[src/rtl/lsu_pkg.sv]
// Shared definitions for the load/store memory master: RV32I funct3 codes,
// the FSM state type and the access-legality check.
package lsu_pkg;

    localparam logic [2:0] F3_B  = 3'd0;
    localparam logic [2:0] F3_H  = 3'd1;
    localparam logic [2:0] F3_W  = 3'd2;
    localparam logic [2:0] F3_BU = 3'd4;
    localparam logic [2:0] F3_HU = 3'd5;

    typedef enum logic [1:0] {
        IDLE  = 2'd0,
        READ  = 2'd1,
        WRITE = 2'd2,
        RESP  = 2'd3
    } lsu_state_t;

    // Misalignment or an undefined funct3 for the given direction.
    function automatic logic access_illegal(input logic we, input logic [2:0] f3,
                                            input logic [1:0] off);
        logic illegal;
        case (f3)
            F3_B:    illegal = 1'b0;
            F3_BU:   illegal = we;
            F3_H:    illegal = off[0];
            F3_HU:   illegal = off[0] | we;
            F3_W:    illegal = (off != 2'b00);
            default: illegal = 1'b1;
        endcase
        return illegal;
    endfunction

endpackage

[src/rtl/lsu_mem_master_if.sv]
// Core-request/response and word-memory port bundle of the load/store master.
interface lsu_mem_master_if #(
    parameter int DATA_WIDTH = 32
);
    logic                  req_valid;
    logic                  req_ready;
    logic                  req_we;
    logic [2:0]            req_funct3;
    logic [DATA_WIDTH-1:0] req_addr;
    logic [DATA_WIDTH-1:0] req_wdata;
    logic                  resp_valid;
    logic [DATA_WIDTH-1:0] resp_rdata;
    logic                  resp_err;
    logic                  mem_we;
    logic [DATA_WIDTH-1:0] mem_a;
    logic [DATA_WIDTH-1:0] mem_wd;
    logic [DATA_WIDTH-1:0] mem_rd;

    modport master (
        input  req_valid, req_we, req_funct3, req_addr, req_wdata, mem_rd,
        output req_ready, resp_valid, resp_rdata, resp_err, mem_we, mem_a, mem_wd
    );

    modport slave (
        output req_valid, req_we, req_funct3, req_addr, req_wdata, mem_rd,
        input  req_ready, resp_valid, resp_rdata, resp_err, mem_we, mem_a, mem_wd
    );
endinterface

[src/rtl/lsu_align.sv]
// Combinational lane logic: load extraction/extension from the read word and
// store lane merge into the previously read word.
module lsu_align
    import lsu_pkg::*;
#(
    parameter int DATA_WIDTH = 32
) (
    input  logic [2:0]            funct3,
    input  logic [1:0]            offset,
    input  logic [DATA_WIDTH-1:0] rd_word,
    input  logic [DATA_WIDTH-1:0] old_word,
    input  logic [DATA_WIDTH-1:0] wdata,
    output logic [DATA_WIDTH-1:0] load_data,
    output logic [DATA_WIDTH-1:0] merged
);

    logic [7:0]  byte_sel;
    logic [15:0] half_sel;

    assign byte_sel = rd_word[8*offset +: 8];
    assign half_sel = rd_word[16*offset[1] +: 16];

    always_comb begin
        load_data = rd_word;
        case (funct3)
            F3_B:    load_data = {{(DATA_WIDTH-8){byte_sel[7]}}, byte_sel};
            F3_BU:   load_data = {{(DATA_WIDTH-8){1'b0}}, byte_sel};
            F3_H:    load_data = {{(DATA_WIDTH-16){half_sel[15]}}, half_sel};
            F3_HU:   load_data = {{(DATA_WIDTH-16){1'b0}}, half_sel};
            default: load_data = rd_word;
        endcase
    end

    // Each byte lane takes store data when it is covered by the access width.
    genvar gi;
    generate
        for (gi = 0; gi < DATA_WIDTH/8; gi++) begin : g_lane
            localparam logic [1:0] LANE = 2'(gi);
            logic       lane_hit;
            logic [7:0] lane_src;

            assign lane_hit = (funct3 == F3_W)
                            || ((funct3 == F3_B) && (offset == LANE))
                            || ((funct3 == F3_H) && (offset[1] == LANE[1]));
            assign lane_src = (funct3 == F3_W) ? wdata[8*gi +: 8]
                            : (funct3 == F3_H) ? wdata[8*(gi%2) +: 8]
                            : wdata[7:0];
            assign merged[8*gi +: 8] = lane_hit ? lane_src : old_word[8*gi +: 8];
        end
    endgenerate

endmodule

[src/rtl/lsu_mem_master.sv]
// RV32I load/store initiator for a word-only memory; sub-word stores use
// read-modify-write. Optional address range check: LSU_RANGE_CHECK_EN.
module lsu_mem_master
    import lsu_pkg::*;
#(
    parameter int                    DATA_WIDTH  = 32,
    parameter logic [DATA_WIDTH-1:0] BASE_ADDR   = 32'h00002000,
    parameter int                    DEPTH_WORDS = 1024
) (
    input  logic               clk,
    input  logic               rst,
    lsu_mem_master_if.master   bus
);

`ifdef LSU_RANGE_CHECK_EN
    localparam bit RANGE_EN = 1'b1;
`else
    localparam bit RANGE_EN = 1'b0;
`endif

    localparam logic [DATA_WIDTH:0] LIMIT =
        {1'b0, BASE_ADDR} + (DATA_WIDTH+1)'(4 * DEPTH_WORDS);

    lsu_state_t            state_reg, state_next;
    logic [DATA_WIDTH-1:0] addr_reg;
    logic [2:0]            f3_reg;
    logic                  we_reg;
    logic [DATA_WIDTH-1:0] wdata_reg;
    logic [DATA_WIDTH-1:0] old_reg;
    logic [DATA_WIDTH-1:0] rdata_reg;
    logic                  err_reg;

    logic                  accept;
    logic                  in_range;
    logic                  req_err;
    logic [DATA_WIDTH-1:0] load_data;
    logic [DATA_WIDTH-1:0] merged;

    assign accept   = bus.req_valid && (state_reg == IDLE);
    assign in_range = (bus.req_addr >= BASE_ADDR) && ({1'b0, bus.req_addr} < LIMIT);
    assign req_err  = access_illegal(bus.req_we, bus.req_funct3, bus.req_addr[1:0])
                    || (RANGE_EN && !in_range);

    lsu_align #(.DATA_WIDTH(DATA_WIDTH)) u_align (
        .funct3    (f3_reg),
        .offset    (addr_reg[1:0]),
        .rd_word   (bus.mem_rd),
        .old_word  (old_reg),
        .wdata     (wdata_reg),
        .load_data (load_data),
        .merged    (merged)
    );

    always_ff @(posedge clk) begin
        if (rst) begin
            state_reg <= IDLE;
            addr_reg  <= '0;
            f3_reg    <= '0;
            we_reg    <= 1'b0;
            wdata_reg <= '0;
            old_reg   <= '0;
            rdata_reg <= '0;
            err_reg   <= 1'b0;
        end else begin
            state_reg <= state_next;
            if (accept) begin
                addr_reg  <= bus.req_addr;
                f3_reg    <= bus.req_funct3;
                we_reg    <= bus.req_we;
                wdata_reg <= bus.req_wdata;
                rdata_reg <= '0;
                err_reg   <= req_err;
            end
            // The read cycle either captures the old word (RMW) or the load result.
            if (state_reg == READ) begin
                if (we_reg) old_reg   <= bus.mem_rd;
                else        rdata_reg <= load_data;
            end
        end
    end

    always_comb begin
        state_next = state_reg;
        case (state_reg)
            IDLE: begin
                if (bus.req_valid) begin
                    if (req_err)                                  state_next = RESP;
                    else if (bus.req_we && bus.req_funct3 == F3_W) state_next = WRITE;
                    else                                          state_next = READ;
                end
            end
            READ:    state_next = we_reg ? WRITE : RESP;
            WRITE:   state_next = RESP;
            RESP:    state_next = IDLE;
            default: state_next = IDLE;
        endcase
    end

    always_comb begin
        bus.req_ready  = (state_reg == IDLE);
        bus.resp_valid = (state_reg == RESP);
        bus.resp_err   = (state_reg == RESP) && err_reg;
        bus.resp_rdata = (state_reg == RESP) ? rdata_reg : '0;
        bus.mem_we     = 1'b0;
        bus.mem_a      = '0;
        bus.mem_wd     = '0;
        if (state_reg == READ || state_reg == WRITE)
            bus.mem_a = {addr_reg[DATA_WIDTH-1:2], 2'b00};
        if (state_reg == WRITE) begin
            bus.mem_we = !rst;
            bus.mem_wd = merged;
        end
    end

endmodule

[src/flat_wrapper.sv]
// flat-port wrapper written by rule: the top's interface ports become plain ports
module lsu_mem_master_flat import lsu_pkg::*;
#(
    parameter int                    DATA_WIDTH  = 32,
    parameter logic [DATA_WIDTH-1:0] BASE_ADDR   = 32'h00002000,
    parameter int                    DEPTH_WORDS = 1024
)
  (clk, rst, bus_req_valid, bus_req_we, bus_req_funct3, bus_req_addr, bus_req_wdata, bus_mem_rd, bus_req_ready, bus_resp_valid, bus_resp_rdata, bus_resp_err, bus_mem_we, bus_mem_a, bus_mem_wd);
  lsu_mem_master_if #(.DATA_WIDTH(DATA_WIDTH)) bus_i ();
  input  logic clk;
  input  logic rst;
  input wire logic [$bits(bus_i.req_valid)-1:0] bus_req_valid;
  input wire logic [$bits(bus_i.req_we)-1:0] bus_req_we;
  input wire logic [$bits(bus_i.req_funct3)-1:0] bus_req_funct3;
  input wire logic [$bits(bus_i.req_addr)-1:0] bus_req_addr;
  input wire logic [$bits(bus_i.req_wdata)-1:0] bus_req_wdata;
  input wire logic [$bits(bus_i.mem_rd)-1:0] bus_mem_rd;
  output wire logic [$bits(bus_i.req_ready)-1:0] bus_req_ready;
  output wire logic [$bits(bus_i.resp_valid)-1:0] bus_resp_valid;
  output wire logic [$bits(bus_i.resp_rdata)-1:0] bus_resp_rdata;
  output wire logic [$bits(bus_i.resp_err)-1:0] bus_resp_err;
  output wire logic [$bits(bus_i.mem_we)-1:0] bus_mem_we;
  output wire logic [$bits(bus_i.mem_a)-1:0] bus_mem_a;
  output wire logic [$bits(bus_i.mem_wd)-1:0] bus_mem_wd;
  assign bus_i.req_valid = bus_req_valid;
  assign bus_i.req_we = bus_req_we;
  assign bus_i.req_funct3 = bus_req_funct3;
  assign bus_i.req_addr = bus_req_addr;
  assign bus_i.req_wdata = bus_req_wdata;
  assign bus_i.mem_rd = bus_mem_rd;
  assign bus_req_ready = bus_i.req_ready;
  assign bus_resp_valid = bus_i.resp_valid;
  assign bus_resp_rdata = bus_i.resp_rdata;
  assign bus_resp_err = bus_i.resp_err;
  assign bus_mem_we = bus_i.mem_we;
  assign bus_mem_a = bus_i.mem_a;
  assign bus_mem_wd = bus_i.mem_wd;
  lsu_mem_master #(.DATA_WIDTH(DATA_WIDTH), .BASE_ADDR(BASE_ADDR), .DEPTH_WORDS(DEPTH_WORDS)) u_core (.clk(clk), .rst(rst), .bus(bus_i));
endmodule
[config.mk]
export PLATFORM = sky130hd
export DESIGN_NAME = lsu_mem_master_flat
export DESIGN_NICKNAME = d
export VERILOG_FILES = /design/src/rtl/lsu_pkg.sv /design/src/rtl/lsu_mem_master_if.sv /design/src/rtl/lsu_align.sv /design/src/rtl/lsu_mem_master.sv /design/src/flat_wrapper.sv
export SDC_FILE = /design/constraint.sdc
export NUM_CORES = 1
export LEC_CHECK = 0
export ABC_CLOCK_PERIOD_IN_PS = 2350
export BUFFER_PORTS_ARGS = -buffer_cell sky130_fd_sc_hd__buf_2
export CAP_MARGIN = 10
export CORE_MARGIN = 2
export CORE_UTILIZATION = 35
export DETAILED_ROUTE_END_ITERATION = 16
export HOLD_SLACK_MARGIN = 0.05
export PLACE_DENSITY = 0.68
export SLEW_MARGIN = 40
export SYNTH_ARGS = -nofsm -noshare
export SYNTH_HDL_FRONTEND = slang
export SYNTH_SLANG_ARGS = --single-unit
[constraint.sdc]
create_clock -name clk -period 2.35 [get_ports clk]
set_input_delay 0.47 -clock clk [delete_from_list [all_inputs] [get_ports clk]]
set_output_delay 0.47 -clock clk [all_outputs]
set_load 0.03 [all_outputs]
; Word level (Yosys, flattened, before mapping)
; Index checks and enable logic that the tools add are counted.
[word_totals]
reg_bits = 135
latchBits = 0
ram_bits = 0
romBits = 0
in_bits = 103
out_inout_bits = 100
elab_cells = 74
memories = 0
[classes]
n_addsub = 0
mul = 0
div = 0
n_lt_le_gt_ge = 0
eq_ne = 15
shift = 2
muxes = 22
bitwise_logic = 2
n_reduce_logical = 25
[ops]
columns = operator, count
row1 = 32-bit 2-to-1 mux, 6
row2 = 32-bit one-hot mux with 4 select lines, 1
row3 = 8-bit 2-to-1 mux, 8
row4 = 32-bit by 6-bit variable part select with 16-bit output, 1
row5 = 32-bit by 6-bit variable part select with 8-bit output, 1
row6 = "3-bit == test, second input constant", 4
row7 = 1-bit logical AND, 9
row8 = 1-bit logical OR, 9
row9 = "2-bit == test, second input constant", 4
row10 = 2-bit one-hot mux with 4 select lines, 1
row11 = "3-bit by 1-bit == test with 1-bit output, second input constant", 2
row12 = "3-bit by 2-bit == test with 1-bit output, second input constant", 2
row13 = 3-bit zero test, 2
row14 = 2-bit 2-to-1 mux, 3
row15 = 1-bit one-hot mux with 5 select lines, 1
row16 = "2-bit by 1-bit == test with 1-bit output, second input constant", 2
row17 = 2-bit zero test, 2
row18 = 1-bit 2-to-1 mux, 2
row19 = "2-bit inequality test, second input constant", 1
row20 = 2-bit AND reduction, 1
row21 = 2-bit nonzero test, 1
row22 = 1-bit zero test, 1
row23 = 1-bit NOT, 1
row24 = 1-bit OR, 1

; Longest topological paths before layout
; Gate-level depths: netlist of the first run.
[depth]
depth_word = 6
mapped_depth = 8
mapped_depth_nobuf = 6

; Cells and area by module
; From an unflattened synthesis of the first run, not the netlist that was laid out.
[unflattened]
cells_unflattened = 945
hier_area_um2 = 7161.9
[by_module_without_submodules]
columns = module, instances, cells_each, area_per_inst_um2, seq_area_each_um2
row1 = lsu_mem_master, 1, 717, 5610.4, 2702.6
row2 = lsu_align, 1, 228, 1551.5, 0.0

; Least setup slack after synthesis of the first run
; No wires, ideal clock.
[synth_timing]
path_type = reg2out
startpoint = register u_core.f3_reg[0]
endpoint = output port bus_mem_wd[6]
t_arrival_ns = 1.869
t_required_ns = 1.880
setup_slack_ns = 0.011
stages_incl_launch_ff = 6
path_buffers = 2
path_cell_list = dfxtp_1 > buf_2 > a21oi_2 > clkbuf_1 > nand3_1 > a21boi_0
[synth_via]
elab_chain_cells = 6
word_cells_on_any_way = 9
classes_between = eq/ne: 2 / mux: 2 / reduce/logical: 5
[synth_rtl]
columns = item, line
row1 = start: declaration, lsu_mem_master.sv:26  ; logic [2:0] f3_reg;
row2 = start signal: assignment, lsu_mem_master.sv:68  ; f3_reg <= bus.req_funct3;
row3 = 3-bit zero test, lsu_align.sv:43  ; || ((funct3 == F3_B) && (offset == LANE))
row4 = 1-bit logical AND, lsu_align.sv:43
row5 = 1-bit logical OR, lsu_align.sv:43
row6 = 1-bit logical OR *, lsu_align.sv:44  ; || ((funct3 == F3_H) && (offset[1] == LANE[1]));
row7 = 8-bit 2-to-1 mux *, lsu_align.sv:48  ; assign merged[8*gi +: 8] = lane_hit ? lane_src : old_word[8*gi +: 8];
row8 = 32-bit 2-to-1 mux *, lsu_mem_master.sv:109  ; if (state_reg == WRITE) begin
row9 = end: declaration, flat_wrapper.sv:24  ; output wire logic [$bits(bus_i.mem_wd)-1:0] bus_mem_wd;
; Every way passes the cells marked *; elsewhere a longest branch is shown, timed or not.

; Worst setup path in the final report of the first run
[layout_timing]
startpoint = register u_core.f3_reg[0]
endpoint = output port bus_mem_wd[15]
[layout_via]
elab_chain_cells = 6
word_cells_on_any_way = 11
classes_between = eq/ne: 2 / mux: 4 / reduce/logical: 5
[layout_rtl]
columns = item, line
row1 = "parallel branches: the longest is 4 deep, another holds 8-bit 2-to-1 mux", n/a
row2 = 8-bit 2-to-1 mux *, lsu_align.sv:48
row3 = 32-bit 2-to-1 mux *, lsu_mem_master.sv:109
; Every way passes the cells marked *.

==> results of run 1 <==
## area by class of cell
type,count,area (µm²)
fillers,1810,9480
multi-input cells,685,3790
flip-flops and latches,135,2720
repair buffers,251,1690
clock buffers,19,453
well taps,234,293
clock inverters,13,193
inverters,7,28.8
diodes,1,2.50
## path summary, 6_finish.rpt
| check | cells after the start | startpoint | slack (ns) | end |
|---|---|---|---|---|
| worst max-delay path | 7 | u_core.f3_reg[0]$_SDFFE_PP0P_ | -0.13 | bus_mem_wd[15] |
| worst min-delay path | 3 | bus_req_addr[23] | 0.28 | u_core.addr_reg[23]$_SDFFE_PP0P_ |
| worst max register to register | 6 | u_core.state_reg[0]$_SDFFE_PP0P_ | 0.26 | u_core.rdata_reg[0]$_SDFF_PP0_ |
| worst min register to register | 2 | u_core.addr_reg[22]$_SDFFE_PP0P_ | 0.45 | u_core.addr_reg[22]$_SDFFE_PP0P_ |
## cells in the final DEF (no fill, tap or decap), types with 5 or more instances in the layout
| cell | Yosys | final |
|---|---|---|
| a31oi_2 | 0 | 5 |
| nor3_1 | 7 | 7 |
| nor2_1 | 6 | 6 |
| a21boi_0 | 15 | 7 |
| buf_4 | 2 | 40 |
| clkbuf_16 | 0 | 18 |
| nand2b_1 | 5 | 5 |
| a21boi_2 | 0 | 7 |
| a31oi_1 | 15 | 10 |
| and2_1 | 66 | 63 |
| ha_1 | 5 | 5 |
| mux2i_1 | 10 | 7 |
| dfxtp_1 | 135 | 131 |
| a22oi_1 | 14 | 14 |
| a21oi_2 | 2 | 7 |
| buf_2 | 11 | 166 |
| buf_6 | 1 | 36 |
| o211a_1 | 8 | 8 |
| a211oi_1 | 18 | 18 |
| inv_1 | 7 | 6 |
| a21oi_1 | 138 | 131 |
| o21ai_0 | 40 | 32 |
| o21ai_1 | 3 | 7 |
| o21a_1 | 8 | 8 |
| nand2_1 | 260 | 258 |
| and3_1 | 8 | 8 |
| nand3_1 | 24 | 24 |
## layer usage
metal	track usage	vias to the layer above	routed length, µm	part of all wire
met5	0	-	0	0
met4	0.0642	0	395	0.017
met1	0.311	3361	10100	0.44
met3	0.0503	35	2060	0.089
li1	-	3458	-	-
met2	0.324	365	10500	0.46
## worst min-delay path, cell delays in order
cell,delay (ns)
buf_2,0.09
nand2_1,0.04
a21oi_1,0.05
## repair_timing
action	in CTS	in global routing
buffers inserted	5	8
pin swaps	7	15
resized for setup	62	100
endpoints found under the setup margin	32	51
cloned	0	4
## stage by stage
stage | instances | util
6_report | 1345 | 0.491
5_1_grt | 1345 | 0.491
4_1_cts | 1332 | 0.470
3_5_place_dp | 1295 | 0.425
3_3_place_gp | 1295 | 0.425
2_1_floorplan | 905 | -
## cells by family after synthesis
kind of cell               Yosys count  share of synthesized area
AOI/OAI and AO/OA                  280                      0.253
adders and majority gates            5                    0.00944
buffers and inverters               86                     0.0530
DFF                                135                      0.408
muxes                               11                     0.0174
other                                1                   0.000566
and+or+nand+nor                    386                      0.259
## cells in the mapped netlist, types with 8 or more instances
| library cell | instances |
|---|---|
| a21oi_1 | 138 |
| nand2_1 | 260 |
| buf_2 | 11 |
| a22oi_1 | 14 |
| buf_1 | 12 |
| dfxtp_1 | 135 |
| a211oi_1 | 18 |
| mux2i_1 | 10 |
| clkbuf_1 | 53 |
| o211a_1 | 8 |
| and3_1 | 8 |
| o21ai_0 | 40 |
| nand3_1 | 24 |
| o21a_1 | 8 |
| and2_1 | 66 |
| a31oi_1 | 15 |
| a21boi_0 | 15 |
## power by group
part           internal (mW)  switching (mW)
Sequential              2.75           0.307
Clock                   1.85            1.08
Combinational           1.40            2.32
==> impl_metrics.tcl, run 1 <==
set metrics [dict create \
    yosysWarningCount 0 \
    floorplan.io_pins 203 \
    cp.arrival_ns 2.01 \
    ys_top_cells_by_area "dfxtp_1 (41%), nand2_1 (15%), a21oi_1 (10%)" \
    dpl_cell_area_mm2 0.00792 \
    grt_first_pass_wirelength_mm 34.3 \
    route.final.wire_length_mm 23.1 \
    vias_per_cell 5.37 \
    ys_seq_area_frac 0.408 \
    worst_max_slew_pin_slew_ns 0.695 \
    crit_path_frequent_cell "buf_4" \
    clock-skew-final_ns 0.00804 \
    first_pass_drt_iterations 7 \
    final_min_period_over_clock_period 1.05 \
    areaGrowthSynthToFinish_pct 38.2 \
    dominantRegCellSynth "dfxtp_1" \
    dieWidth_um 142 \
    ys_ff_latch 135 \
    cellPowerDensity_mw_per_mm2 1060 \
    status "finished, violations left" \
    setup-violations-final 18 \
    synthesis.instances 904 \
    async_flop_share 0 \
    cp_slowest_stage_delay_ns 0.41 \
    final.hold.worst_slack_ns 0.277 \
    synth_area_mm2 0.00663 \
    post-route-cell-area_mm2 0.00916 \
    die_area_mm2 0.0201 \
    number_of_antenna_violations_at_the_first_check_in_global_routing 1 \
    final-hold-violation-count 0 \
    post-route-min-period_ns 2.48 \
    grt_start_max_net_pins 73 \
    clkTransAtPathRegs_ns 0.06 \
    floorplan.core_area_mm2 0.0186 \
    critical_path.cell_chain "buf_8 > o21bai_1 > a21oi_2 > buf_4 > o21ai_0 > a31oi_1 > buf_4" \
    violations "negative setup slack" \
    routabilityCongestion 0.862 \
    cts-htree-levels 4 \
    crit_required_ns 1.88 \
    port-buffer-count 200 \
    synthDominantCellAreaShare 0.408 \
    residual_drc_count 0 \
    crit_family "compound AO/OA/AOI/OAI gates" \
    insertion_delay_ns 0.43 \
    critical_path.startpoint_type "flop" \
    cp_slowest_cell "dfxtp_4" \
    netlist.top_cell.by_area "dfxtp_1" \
    synth.avg_cell_area_um2 7.33 \
    setup_total_negative_slack_ns -0.910 \
    max-clock-path-buffers 2 \
    die_height_um 142 \
    max_freq_ghz 0.404 \
    grt_pass1_vias 6348 \
    timing.final.ws_setup_ns -0.126 \
    route.detailed.wl_per_inst_um 17.2 \
    cp_max_fo 7 \
    clock_tree.root_cell "clkbuf_16" \
    vias_after_detailed_routing 7219 \
    worstSetupEndpointType "output pin" \
    maxSlewHeadroom 0.534 \
    timing.critical_path.buf_inv 3 \
    globalRouteTotalUtil 0.217 \
    grt_overflow_total 0 \
    grt_setup_unrepaired "true" \
    total_power_mw 9.71 \
    cts_sinks 135 \
    drive_above_1_share 0.303 \
    route.antenna.remaining_nets 0 \
    max_cap_viol_count 0 \
    min-delay-path-class "in2reg" \
    vdd_ir_drop_max_v 0.000600 \
    crit_type "reg2out" \
    static-leakage-power_nw 3.82 \
    dp_worst_setup_slack_ns 0.142 \
    cts_tree "built" \
    initial_util 0.356 \
    dp_hpwl_mm 15.7 \
    synth.distinct_cells 44 \
    dr.first_iter.drc_count 749 \
    synth_edf_count 0 \
    final_net_count 1205 \
    count_of_hold_fix_buffers_inserted_at_cts 0 \
    row_count 50 \
    cts_buffers 17 \
    finalMaxSlewViolations 0 \
]
(Power assumes the default switching activity.)
==> run 2: changes to the inputs <==
--- a/config.mk
+++ b/config.mk
@@ -5,14 +5,14 @@
 export SDC_FILE = /design/constraint.sdc
 export NUM_CORES = 1
 export LEC_CHECK = 0
-export ABC_CLOCK_PERIOD_IN_PS = 2350
+export ABC_CLOCK_PERIOD_IN_PS = 2900
 export BUFFER_PORTS_ARGS = -buffer_cell sky130_fd_sc_hd__buf_2
 export CAP_MARGIN = 10
 export CORE_MARGIN = 2
-export CORE_UTILIZATION = 35
+export CORE_UTILIZATION = 56
 export DETAILED_ROUTE_END_ITERATION = 16
 export HOLD_SLACK_MARGIN = 0.05
-export PLACE_DENSITY = 0.68
+export PLACE_DENSITY = 0.95
 export SLEW_MARGIN = 40
 export SYNTH_ARGS = -nofsm -noshare
 export SYNTH_HDL_FRONTEND = slang
==> constraint.sdc (replaced) <==
create_clock -name clk -period 2.9 [get_ports clk]
set_input_delay 0.58 -clock clk [delete_from_list [all_inputs] [get_ports clk]]
set_output_delay 0.58 -clock clk [all_outputs]
set_load 0.03 [all_outputs]
==> impl_metrics.tcl, run 2 (same netlist as run 1, synthesis figures left out) <==
set metrics [dict create \
    status "finished, final reports clean" \
    critical_path.cell_chain "inv_1 > a21oi_1 > buf_4 > o21ai_0 > a21boi_0 > buf_2" \
    initial_util 0.578 \
    route.final.wire_length_mm 21.4 \
    layout.area.seq_mm2 0.00271 \
    port-buffer-count 200 \
    crit_type "reg2out" \
    reg2reg_from "u_core.addr_reg[1]$_SDFFE_PP0P_" \
    count_of_hold_fix_buffers_inserted_at_cts 0 \
    clkTransAtPathRegs_ns 0.06 \
    clock-skew-final_ns 0.00667 \
    min-delay-path-class "in2reg" \
    vias_per_cell 5.91 \
    total_power_mw 7.42 \
    reg2reg_depth 5 \
    route.detailed.wl_per_inst_um 17.4 \
    cp_max_fo 16 \
    utilization 0.732 \
    floorplan.core_area_mm2 0.0115 \
    residual_drc_count 0 \
    min-delay-start "bus_req_addr[7]" \
    worst_hold_path.num_cells 3 \
    cts-htree-levels 4 \
    cp.arrival_ns 2.29 \
    grt_start_max_net_pins 70 \
    die_area_mm2 0.0127 \
    dr.first_iter.drc_count 963 \
    clock_tree.root_cell "clkbuf_16" \
    cts_sinks 135 \
    vias_after_detailed_routing 7267 \
    min_to "u_core.addr_reg[7]$_SDFFE_PP0P_" \
    routabilityCongestion 0.978 \
    final.hold.worst_slack_ns 0.387 \
    grt_overflow_total 0 \
    route.antenna.remaining_nets 0 \
    timing.final.ws_setup_ns 0.0334 \
    grt_first_pass_wirelength_mm 33.0 \
    setup-violations-final 0 \
    static-leakage-power_nw 3.63 \
    multi_input_logic_area_mm2 0.00360 \
    dp_hpwl_mm 14.4 \
    final_cell_count_no_fill 1229 \
    ff2ff_setup_slack_ns 0.49 \
    switching_fraction_of_total_power 0.375 \
    first_pass_drt_iterations 8 \
    final_min_period_over_clock_period 0.988 \
    max-clock-path-buffers 2 \
    final_net_count 1180 \
    insertion_delay_ns 0.42 \
    areaGrowthSynthToFinish_pct 26.6 \
    fillerInstances 840 \
    timing.rr.end "u_core.rdata_reg[18]$_SDFF_PP0_" \
    pwr-share-seq 0.337 \
    worstSetupEndpointType "output pin" \
    max_freq_ghz 0.349 \
    cp_slowest_stage_delay_ns 0.64 \
    worst_max_slew_pin_slew_ns 0.677 \
    globalRouteTotalUtil 0.327 \
    clock_network_fraction_of_design_power 0.317 \
    cp_slowest_cell "dfxtp_1" \
    finalMaxSlewViolations 0 \
    share_comb_of_total_power 0.345 \
    row_count 39 \
    mostFrequentLayoutCell "nand2_1" \
    crit_required_ns 2.32 \
    maxSlewHeadroom 0.549 \
    cellPowerDensity_mw_per_mm2 885 \
    post-route-min-period_ns 2.87 \
    die_height_um 113 \
    internal-power_mw 4.64 \
    max_cap_viol_count 0 \
    grt_pass1_vias 6688 \
    critical_path.startpoint_type "flop" \
    drive_above_1_share 0.253 \
    placed_cells_incl_taps 1194 \
    mostFrequentLayoutCells "nand2_1 (259), buf_2 (199), a21oi_1 (138)" \
    dp_worst_setup_slack_ns 0.499 \
    final-hold-violation-count 0 \
    vdd_ir_drop_max_v 0.000676 \
    dieWidth_um 113 \
    number_of_antenna_violations_at_the_first_check_in_global_routing 1 \
    cts_buffers 17 \
    power.switching_mw 2.78 \
    floorplan.io_pins 203 \
    cts_tree "built" \
]
[run 2: per-stage QoR]
stage | instance area [µm²] | TNS, ns
6_report | 8390 | 0
5_1_grt | 8390 | -0.0250
4_1_cts | 8350 | 0
3_5_place_dp | 7700 | 0
3_3_place_gp | 7700 | 0
2_1_floorplan | 6630 | 0
[run 2: power by group through the flow]
stage | logic [mW] | clock network [mW] | registers (mW)
final | 2.56 | 2.36 | 2.50
after floorplan | 1.86 | 0 | 2.41
after global routing | 2.79 | 2.47 | 2.53
after CTS | 2.50 | 2.36 | 2.48
after detailed placement | 2.47 | 0 | 2.51
after global placement | 2.42 | 0 | 2.49
[run 2: worst max-delay path by stage]
stage                                         start  slack (ns)  depth (start not counted)        endpoint
finish              u_core.addr_reg[1]$_SDFFE_PP0P_        0.03                          6   bus_mem_wd[6]
global route        u_core.addr_reg[1]$_SDFFE_PP0P_       -0.02                          6   bus_mem_wd[6]
CTS                   u_core.f3_reg[1]$_SDFFE_PP0P_        0.04                          6   bus_mem_wd[7]
detailed placement    u_core.f3_reg[0]$_SDFFE_PP0P_        0.50                          5  bus_mem_wd[27]
global placement      u_core.f3_reg[0]$_SDFFE_PP0P_        0.55                          5  bus_mem_wd[29]
floorplan             u_core.f3_reg[0]$_SDFFE_PP0P_        0.45                          5   bus_mem_wd[6]
[run 2: what timing repair did]
item                                    4_1_cts  5_1_grt
endpoints found under the setup margin        3       16
gates resized for setup                       1        6
setup buffers                                 0        2
[run 2: metal layers]
| layer | GRT usage | part of all wire |
|---|---|---|
| met5 | 0 | 0 |
| met4 | 0.130 | 0.034 |
| met3 | 0.115 | 0.12 |
| met1 | 0.401 | 0.37 |
| met2 | 0.527 | 0.47 |
[run 2: cell type report]
cell class	instances	share of cell area
diodes	1	0.000298
clock inverters	7	0.0164
repair buffers	227	0.146
inverters	7	0.00358
flip-flops and latches	135	0.323
well taps	143	0.0213
clock buffers	25	0.0614
multi-input cells	684	0.429
[run 2: worst max-delay path, delay by kind of cell (launching register included)]
family,cells,cell delay [ns]
buf+inv,3,0.59
compound gates,3,0.64
flops,1,0.64
